==> src/rtl/ucsbece154b_pred_pkg.sv <==
`default_nettype none
// ============================================================================
// Module   : ucsbece154b_pred_pkg
// Brief    : Shared types for the gshare branch predictor. Holds the 2-bit
//            counter encodings, the PHT reset value, the BTB entry layout and
//            the saturating counter update helper.
// Revision : 1.0 - initial release
// ============================================================================
package ucsbece154b_pred_pkg;

  // 2-bit saturating counter encodings
  localparam logic [1:0] SNT       = 2'b00;  // strongly not taken
  localparam logic [1:0] WNT       = 2'b01;  // weakly not taken
  localparam logic [1:0] WT        = 2'b10;  // weakly taken
  localparam logic [1:0] ST        = 2'b11;  // strongly taken
  localparam logic [1:0] PHT_RESET = WNT;

  // One BTB slot: jump marks unconditional control flow (jal/jalr)
  typedef struct packed {
    logic        valid;
    logic        jump;
    logic [31:0] target;
  } btb_entry_t;

  // Move a counter one step toward taken or not-taken, clamped at the ends
  function automatic logic [1:0] sat_update(input logic [1:0] ctr, input logic inc);
    logic [1:0] w_next;
    w_next = ctr;
    if (inc) begin
      if (ctr != ST) w_next = ctr + 2'b01;
    end else begin
      if (ctr != SNT) w_next = ctr - 2'b01;
    end
    return w_next;
  endfunction

endpackage
`default_nettype wire

==> src/rtl/ucsbece154b_pht.sv <==
`default_nettype none
// ============================================================================
// Module   : ucsbece154b_pht
// Brief    : Pattern history table of 2-bit saturating counters. One
//            combinational read port, one clocked update port.
// Revision : 1.0 - initial release
// ============================================================================
module ucsbece154b_pht
  import ucsbece154b_pred_pkg::*;
#(
  parameter int NUM_GHR_BITS = 4
) (
  input  logic                    clk,
  input  logic                    reset_i,
  input  logic [NUM_GHR_BITS-1:0] i_raddr,
  output logic [1:0]              o_rdata,
  input  logic                    i_we,
  input  logic                    i_inc,
  input  logic [NUM_GHR_BITS-1:0] i_waddr
);

  localparam int DEPTH = 1 << NUM_GHR_BITS;

  logic [1:0] r_ctr [DEPTH];

  // Counter array: every entry starts weakly not-taken, updates saturate
  always_ff @(posedge clk or negedge reset_i) begin
    if (!reset_i) begin
      for (int i = 0; i < DEPTH; i++) r_ctr[i] <= PHT_RESET;
    end else if (i_we) begin
      r_ctr[i_waddr] <= sat_update(r_ctr[i_waddr], i_inc);
    end
  end

  // Read returns the stored value, so a same-cycle write is not forwarded
  assign o_rdata = r_ctr[i_raddr];

endmodule
`default_nettype wire

==> src/rtl/ucsbece154b_gshare_predictor.sv <==
`default_nettype none
// ============================================================================
// Module   : ucsbece154b_gshare_predictor
// Brief    : Fetch-side predictor: direct-mapped BTB, gshare PHT and a
//            speculative global history register. Lookups are combinational
//            from pc_i; all state updates occur on the rising clock edge.
//            Optional event counters are built when UCSBECE154B_PRED_STATS_EN
//            is defined; otherwise the stat outputs are tied to zero.
// Revision : 1.0 - initial release
// ============================================================================
module ucsbece154b_gshare_predictor
  import ucsbece154b_pred_pkg::*;
#(
  parameter int NUM_BTB_ENTRIES = 32,
  parameter int NUM_GHR_BITS    = 4
) (
  input  logic                               clk,
  input  logic                               reset_i,
  input  logic [31:0]                        pc_i,
  output logic [31:0]                        BTBtarget_o,
  output logic                               BranchTaken_o,
  output logic [NUM_GHR_BITS-1:0]            PHTreadaddress_o,
  input  logic [6:0]                         op_i,
  input  logic                               BTB_we,
  input  logic [$clog2(NUM_BTB_ENTRIES)-1:0] BTBwriteaddress_i,
  input  logic [31:0]                        BTBwritedata_i,
  input  logic                               PHTwe_i,
  input  logic                               PHTincrement_i,
  input  logic [NUM_GHR_BITS-1:0]            PHTwriteaddress_i,
  input  logic                               GHRwe_i,
  input  logic                               GHRreset_i,
  output logic [31:0]                        stat_pht_upd_o,
  output logic [31:0]                        stat_mispred_o,
  output logic [31:0]                        stat_btb_wr_o
);

  localparam int IDX = $clog2(NUM_BTB_ENTRIES);

  btb_entry_t              r_btb [NUM_BTB_ENTRIES];
  logic [NUM_GHR_BITS-1:0] r_ghr;

  logic [IDX-1:0]          w_btb_idx;
  btb_entry_t              w_btb_rd;
  logic [1:0]              w_pht_ctr;
  logic                    w_unused;

  // The opcode is only kept for port compatibility; pc_i is partly used
  assign w_unused = ^{op_i, pc_i};

  assign w_btb_idx        = pc_i[IDX+1:2];
  assign w_btb_rd         = r_btb[w_btb_idx];
  assign PHTreadaddress_o = pc_i[NUM_GHR_BITS+1:2] ^ r_ghr;
  assign BranchTaken_o    = w_btb_rd.valid & (w_btb_rd.jump | w_pht_ctr[1]);
  assign BTBtarget_o      = w_btb_rd.valid ? w_btb_rd.target : 32'h0;

  ucsbece154b_pht #(
    .NUM_GHR_BITS (NUM_GHR_BITS)
  ) u_pht (
    .clk     (clk),
    .reset_i (reset_i),
    .i_raddr (PHTreadaddress_o),
    .o_rdata (w_pht_ctr),
    .i_we    (PHTwe_i),
    .i_inc   (PHTincrement_i),
    .i_waddr (PHTwriteaddress_i)
  );

  // BTB fill: a write that also updates the PHT is a conditional branch
  always_ff @(posedge clk or negedge reset_i) begin
    if (!reset_i) begin
      for (int i = 0; i < NUM_BTB_ENTRIES; i++) r_btb[i] <= '0;
    end else if (BTB_we) begin
      r_btb[BTBwriteaddress_i] <= '{valid: 1'b1, jump: ~PHTwe_i, target: BTBwritedata_i};
    end
  end

  // Speculative history: mispredict clears, a fetched branch shifts in the prediction
  always_ff @(posedge clk or negedge reset_i) begin
    if (!reset_i) begin
      r_ghr <= '0;
    end else if (GHRreset_i) begin
      r_ghr <= '0;
    end else if (GHRwe_i) begin
      r_ghr <= {r_ghr[NUM_GHR_BITS-2:0], BranchTaken_o};
    end
  end

`ifdef UCSBECE154B_PRED_STATS_EN
  logic [31:0] r_stat_pht_upd;
  logic [31:0] r_stat_mispred;
  logic [31:0] r_stat_btb_wr;

  // Event counters, each saturating at all-ones
  always_ff @(posedge clk or negedge reset_i) begin
    if (!reset_i) begin
      r_stat_pht_upd <= '0;
      r_stat_mispred <= '0;
      r_stat_btb_wr  <= '0;
    end else begin
      if (PHTwe_i && (r_stat_pht_upd != 32'hFFFF_FFFF)) r_stat_pht_upd <= r_stat_pht_upd + 32'd1;
      if (GHRreset_i && (r_stat_mispred != 32'hFFFF_FFFF)) r_stat_mispred <= r_stat_mispred + 32'd1;
      if (BTB_we && (r_stat_btb_wr != 32'hFFFF_FFFF)) r_stat_btb_wr <= r_stat_btb_wr + 32'd1;
    end
  end

  assign stat_pht_upd_o = r_stat_pht_upd;
  assign stat_mispred_o = r_stat_mispred;
  assign stat_btb_wr_o  = r_stat_btb_wr;
`else
  assign stat_pht_upd_o = 32'h0;
  assign stat_mispred_o = 32'h0;
  assign stat_btb_wr_o  = 32'h0;
`endif

endmodule
`default_nettype wire

==> config.mk <==
export PLATFORM = sky130hd
export DESIGN_NAME = ucsbece154b_gshare_predictor
export DESIGN_NICKNAME = d
export VERILOG_FILES = /design/src/rtl/ucsbece154b_pred_pkg.sv /design/src/rtl/ucsbece154b_pht.sv /design/src/rtl/ucsbece154b_gshare_predictor.sv
export SDC_FILE = /design/constraint.sdc
export NUM_CORES = 2
export LEC_CHECK = 0
export ABC_AREA = 1
export ABC_CLOCK_PERIOD_IN_PS = 4700
export CORE_ASPECT_RATIO = 0.9
export CORE_UTILIZATION = 55
export CTS_BUF_LIST = sky130_fd_sc_hd__clkbuf_8 sky130_fd_sc_hd__clkbuf_16
export CTS_CLUSTER_DIAMETER = 80
export CTS_CLUSTER_SIZE = 25
export DETAILED_ROUTE_END_ITERATION = 10
export GPL_ROUTABILITY_DRIVEN = 1
export PLACE_DENSITY = 0.69
export SLEW_MARGIN = 30
export SYNTH_ARGS = -nofsm -noshare
export SYNTH_HDL_FRONTEND = slang
export SYNTH_SLANG_ARGS = --single-unit
==> constraint.sdc <==
create_clock -name clk -period 4.7 [get_ports clk]
set_clock_uncertainty 0.05 [all_clocks]
set_input_delay 0.94 -clock clk [delete_from_list [all_inputs] [get_ports clk]]
set_output_delay 0.94 -clock clk [all_outputs]
set_load 0.02 [all_outputs]
==> Yosys cells after proc, flatten, opt, wreduce, memory -nomap -nowiden <==
Index checks and enable logic that the tools add are counted.
W data, S select, Z words.
{ "op_classes": {"bitwise": 8, "n_mux": 22, "reduce_logical": 4, "n_eq_ne": 1, "order_cmp": 6, "addsub": 2} }
{ "op_table": {"columns": ["cell", "n"], "rows": [
  ["$bwmux W1088", 1],
  ["$bmux W34 S5", 1],
  ["$demux W34 S5", 1],
  ["$mux W34", 3],
  ["$bwmux W32", 1],
  ["$mux W32", 1],
  ["$mux W2", 9],
  ["$bmux W2 S4", 2],
  ["$ge A6 B6 Y1 const B", 2],
  ["$not A5 Y6", 2],
  ["$ge A5 B5 Y1 const B", 2],
  ["$not A4 Y5", 2],
  ["$demux W2 S4", 1],
  ["$mux W4", 2],
  ["$lt A6 B1 Y1 const B", 1],
  ["$lt A5 B1 Y1 const B", 1],
  ["$reduce_bool A2 Y1", 2],
  ["$xor A4 B4 Y4", 1],
  ["$add A2 B1 Y2 const B", 1],
  ["$logic_and A1 B1 Y1", 2],
  ["$ne A2 B2 Y1 const B", 1],
  ["$sub A2 B1 Y2 const B", 1],
  ["$and A1 B1 Y1", 1],
  ["$not A1 Y1", 1],
  ["$or A1 B1 Y1", 1]
]} }
{ "word_totals": {"out_inout_bits": 133, "elab_cells": 156, "register_bits": 1124} }

==> Depth between registers and ports, before layout <==
{ "depth": {"ltp_word": 9, "mapped_depth": 15, "mapped_depth_nobuf": 13} }

==> By module <==
A second synthesis with hierarchy kept.
{ "unflattened": {"hier_cells": 6244, "area_unflattened_um2": 51679.6} }
{ "by_module_without_submodules": {"columns": ["mod", "n_inst", "cells_per_inst", "area_per_inst_um2"], "rows": [
  ["ucsbece154b_gshare_predictor", 1, 5914, 49528.8],
  ["ucsbece154b_pht", 1, 330, 2150.8]
]} }

==> Worst setup path after synthesis <==
No wires, ideal clock.
{ "synth_timing": {"path_kind": "input to output", "from": "in pc_i[2]", "to": "out BranchTaken_o", "arrival_time_ps": 2367, "path_slack_ps": 1343, "path_stages": 12, "required_ps": 3710, "cell_sequence": "buf_6 inv_4 buf_6 buf_4 nand2_1 nand2_1 nand2_1 nand3_1 nand3_1 nand3_1 nand2_1 a21oi_1"} }
{ "synth_between": {"elab_chain_cells": 7} }
{ "synth_rtl": {"columns": ["item", "line_no", "text"], "rows": [
  ["start, declared", "ucsbece154b_gshare_predictor.sv:19", "input logic [31:0] pc_i,"],
  ["$xor A4 B4 Y4", "ucsbece154b_gshare_predictor.sv:52", "assign PHTreadaddress_o = pc_i[NUM_GHR_BITS+1:2] ^ r_ghr;"],
  ["via PHTreadaddress_o[0]", "ucsbece154b_gshare_predictor.sv:22", "output logic [NUM_GHR_BITS-1:0] PHTreadaddress_o,"],
  ["$not A4 Y5 (implied by the code)", "ucsbece154b_pht.sv:36", "assign o_rdata = r_ctr[i_raddr];"],
  ["$bmux W2 S4", "ucsbece154b_pht.sv:36", null],
  ["$mux W2 (implied by the code) (2 in series)", "ucsbece154b_pht.sv:36", null],
  ["$or A1 B1 Y1", "ucsbece154b_gshare_predictor.sv:53", "assign BranchTaken_o = w_btb_rd.valid & (w_btb_rd.jump | w_pht_ctr[1]);"],
  ["$and A1 B1 Y1", "ucsbece154b_gshare_predictor.sv:53", null],
  ["end, declared", "ucsbece154b_gshare_predictor.sv:21", "output logic BranchTaken_o,"]
]} }
The timed path passes the listed nets, and every way through them passes these cells. The select of a mux whose other input is x is not followed.

==> Worst setup path in the final report <==
{ "layout_timing": {"from": "in pc_i[3]", "to": "out BTBtarget_o[4]"} }
{ "layout_between": {"elab_chain_cells": 5} }
{ "layout_rtl": {"columns": ["item", "line_no", "text"], "rows": [
  ["$not A5 Y6 (implied by the code)", "ucsbece154b_gshare_predictor.sv:51", "assign w_btb_rd = r_btb[w_btb_idx];"],
  ["$bmux W34 S5", "ucsbece154b_gshare_predictor.sv:51", null],
  ["$mux W34 (implied by the code) (2 in series)", "ucsbece154b_gshare_predictor.sv:51", null],
  ["$mux W32", "ucsbece154b_gshare_predictor.sv:54", "assign BTBtarget_o = w_btb_rd.valid ? w_btb_rd.target : 32'h0;"],
  ["end, declared", "ucsbece154b_gshare_predictor.sv:20", "output logic [31:0] BTBtarget_o,"]
]} }
No other way between the ends. The select of a mux whose other input is x is not followed.

==> results.toml <==
[status]
status = "finished, final reports clean"

[clocking]
numCtsBuffers = 52
clkSlewWorstSetupHoldPaths_ps = 100
clockBufferDepth = 3
clockRootBuffer = "clkbuf_16"
cts_tree = "done"
clock-sinks = 1124
post-cts-setup-buffer-count = 0
clock_latency_ps = 680
htreeDepth = 2

[detailed_routing]
dr_total_vias = 42670
first_iter_violations = 5185
wl_um = 156300
ant_nets = 0
first_pass_iters = 7
detail_route.wl_per_cell_um = 21.78
via_per_inst = 5.944
drc_errors = 0

[yosys]
ys_ff_latch = 1124
synth.distinct_cells = 31
async_reset_ff_share_pct = 100.0
synthCells = 6227
synth-edff-count = 0
syn-cell-area_um2 = 51600
avgSynthCellArea_um2 = 8.287
synth_common_cells = "nand2_1 (1384), o21ai_0 (1366), dfrtp_1 (1108)"
post-synth-top-count-cell = "nand2_1"
ys_seq_area_share_pct = 54.54
synthFlopType = "dfrtp_1"
yosysTopAreaCell = "dfrtp_1"
synth_top_area_share_pct = 53.73
ys_warn_count = 0
synth_area_leaders = "dfrtp_1 (54%), o21ai_0 (13%), nand2_1 (10%)"

[grt]
grt_usage_pct = 32.96
grt_pass1_wl_um = 243000
antenna_found_initial = 1
grt_max_degree = 132
grt_pass1_vias = 39590
grt-ovfl-total = 0

[timing]
fmax_ghz = 0.2252
period_needed_ps = 4441
finalHoldViolCount = 0
tightest_slew_ps = 1062
rsz0062_at_grt = "no"
tns_ps = 0
drv_slew = 0
setup_violations = 0
timing.final.crit_share_pct = 94.49
max_slew_margin_pct = 29.18

[hold_path]
hold_path.class = "primary input to asynchronous set/reset pin"

[die]
boundaryPins = 220
initial_core_util_pct = 55.51
die_y_um = 292.6
rows = 106
coreArea_um2 = 92970
die_area_um2 = 95060
fp.dieW_um = 324.9

[worst_setup_path]
startpoint_type = "primary input"
end_kind = "output port"
reg2regPathDepth = 10
r2r_start = "u_pht.r_ctr[5]"
cp.arrival_ps = 3450
r2r-end = "u_pht.r_ctr[26]"
critPathKind = "primary input to output port"
r2r_setup_slack_ps = 2880
startpoint = "pc_i[3]"
critPathCapture = "BTBtarget_o[4]"
cp_max_fo = 37
cp_data_required_time_ps = 3710

[cells_and_area]
final_util_pct = 58.33
drive_gt1_share_pct = 4.431
multi_input_area_um2 = 20090
num-fill-cells = 8368
seqCellArea_um2 = 28150
area_growth_pct = 5.084
final_nets = 6005

[placed_design]
io_buffer_count = 89
gp_congestion = 0.8608
dp_hpwl_um = 84700

[flow_run]
maxCapViolCount = 0

[power_and_ir_drop]
fin_total_pwr_mw = 21.41
peakVddDrop_mv = 0.3157
p_leak_nw = 24.78
powerDensity_nw_per_um2 = 394.9
==> routing by layer <==
metal  up-vias  GRT usage [%]  part of all wire, %
met5         -              0               0.0083
met4         2          10.81                  3.3
met3       250          4.158                  7.6
met2      1746          51.49                   45
met1     20910          47.93                   44
li1      19760              -                    -
==> worst min path at each step <==
stage | start | to | slack (ps) | cells after the start
global placement | r_btb[883] | r_btb[883] | 380 | 2
floorplan | r_btb[1019] | r_btb[1019] | 370 | 2
global route | reset_i | r_btb[295] | 300 | 1
finish | reset_i | r_btb[295] | 250 | 1
detailed placement | r_btb[883] | r_btb[883] | 390 | 2
CTS | reset_i | r_btb[295] | 270 | 1
==> worst max-delay path, stage by stage <==
cell and delay (ps):
buf_8 130, inv_8 190, buf_4 480, o21ai_0 160, o211ai_1 250, nand3_1 170, nand3_1 120, nand2_1 180
nor2_1 160, clkdlybuf4s50_1 620
==> registers in the layout (all words and copies together), names as in the netlist <==
name         count
r_btb         1088
r_ghr            4
u_pht.r_ctr     32
==> what timing repair did <==
action / CTS / global route
hold buffers: 0 / 0
gates resized for setup: 0 / 2
endpoints found under the setup margin: 0 / 33
==> power breakdown <==
group	internal, mW	total [mW]	switching (mW)	leakage (nW)
Clock	2.20	5.36	3.15	0.767
Combinational	1.36	3.69	2.33	9.69
Sequential	11.5	12.4	0.910	14.3
Total	15.0	21.4	6.39	24.8
==> metrics by stage <==
| stage | instance area, um^2 | std cells | setup WS (ps) | hold slack [ps] |
|---|---|---|---|---|
| floorplan | 51960 | 6322 | 1343 | 373.0 |
| detailed placement | 52690 | 7106 | 149.3 | 388.7 |
| finish | 54230 | 7179 | 258.8 | 253.8 |
| CTS | 54190 | 7178 | 125.8 | 265.9 |
| global route | 54230 | 7178 | 99.16 | 304.2 |
| global placement | 52640 | 7106 | 153.4 | 384.0 |
==> cell type report <==
cell class	count	share of cell area (%)
repair buffers	199	3.969
well taps	1242	2.866
flip-flops and latches	1124	51.90
multi-input cells	4342	37.05
diodes	1	0.004615
clock buffers	55	2.496
clock inverters	17	0.2769
inverters	199	1.435
==> layout by cell type, fill, tap and decap left out, types with 2 or more instances in the layout <==
cell type / n
a21oi_1: 62
buf_12: 34
buf_4: 77
buf_6: 2
buf_8: 3
bufinv_16: 2
clkbuf_16: 53
clkbuf_8: 2
clkdlybuf4s50_1: 82
clkinv_2: 3
conb_1: 96
dfrtp_1: 1108
dfstp_2: 16
inv_1: 189
inv_2: 11
inv_4: 2
inv_6: 5
inv_8: 2
nand2_1: 1356
nand2_2: 13
nand2_4: 10
nand2_8: 8
nand3_1: 252
nand4_1: 4
nor2_1: 650
nor2_2: 5
nor2_4: 3
nor3_1: 8
nor3_2: 5
o211ai_1: 219
o21ai_0: 1366
o21ai_1: 231
o221ai_1: 45
o22ai_1: 2
or2_2: 4
xnor2_1: 2
==> logic make-up after synthesis <==
family,share of synthesized area [%]
AND/OR/NAND/NOR,17.64
other,0.007267
AO/OA/AOI/OAI,20.08
flip-flops,54.54
buffers and inverters,7.696
XOR/XNOR,0.03395
Power figures use the tool's default switching activity.
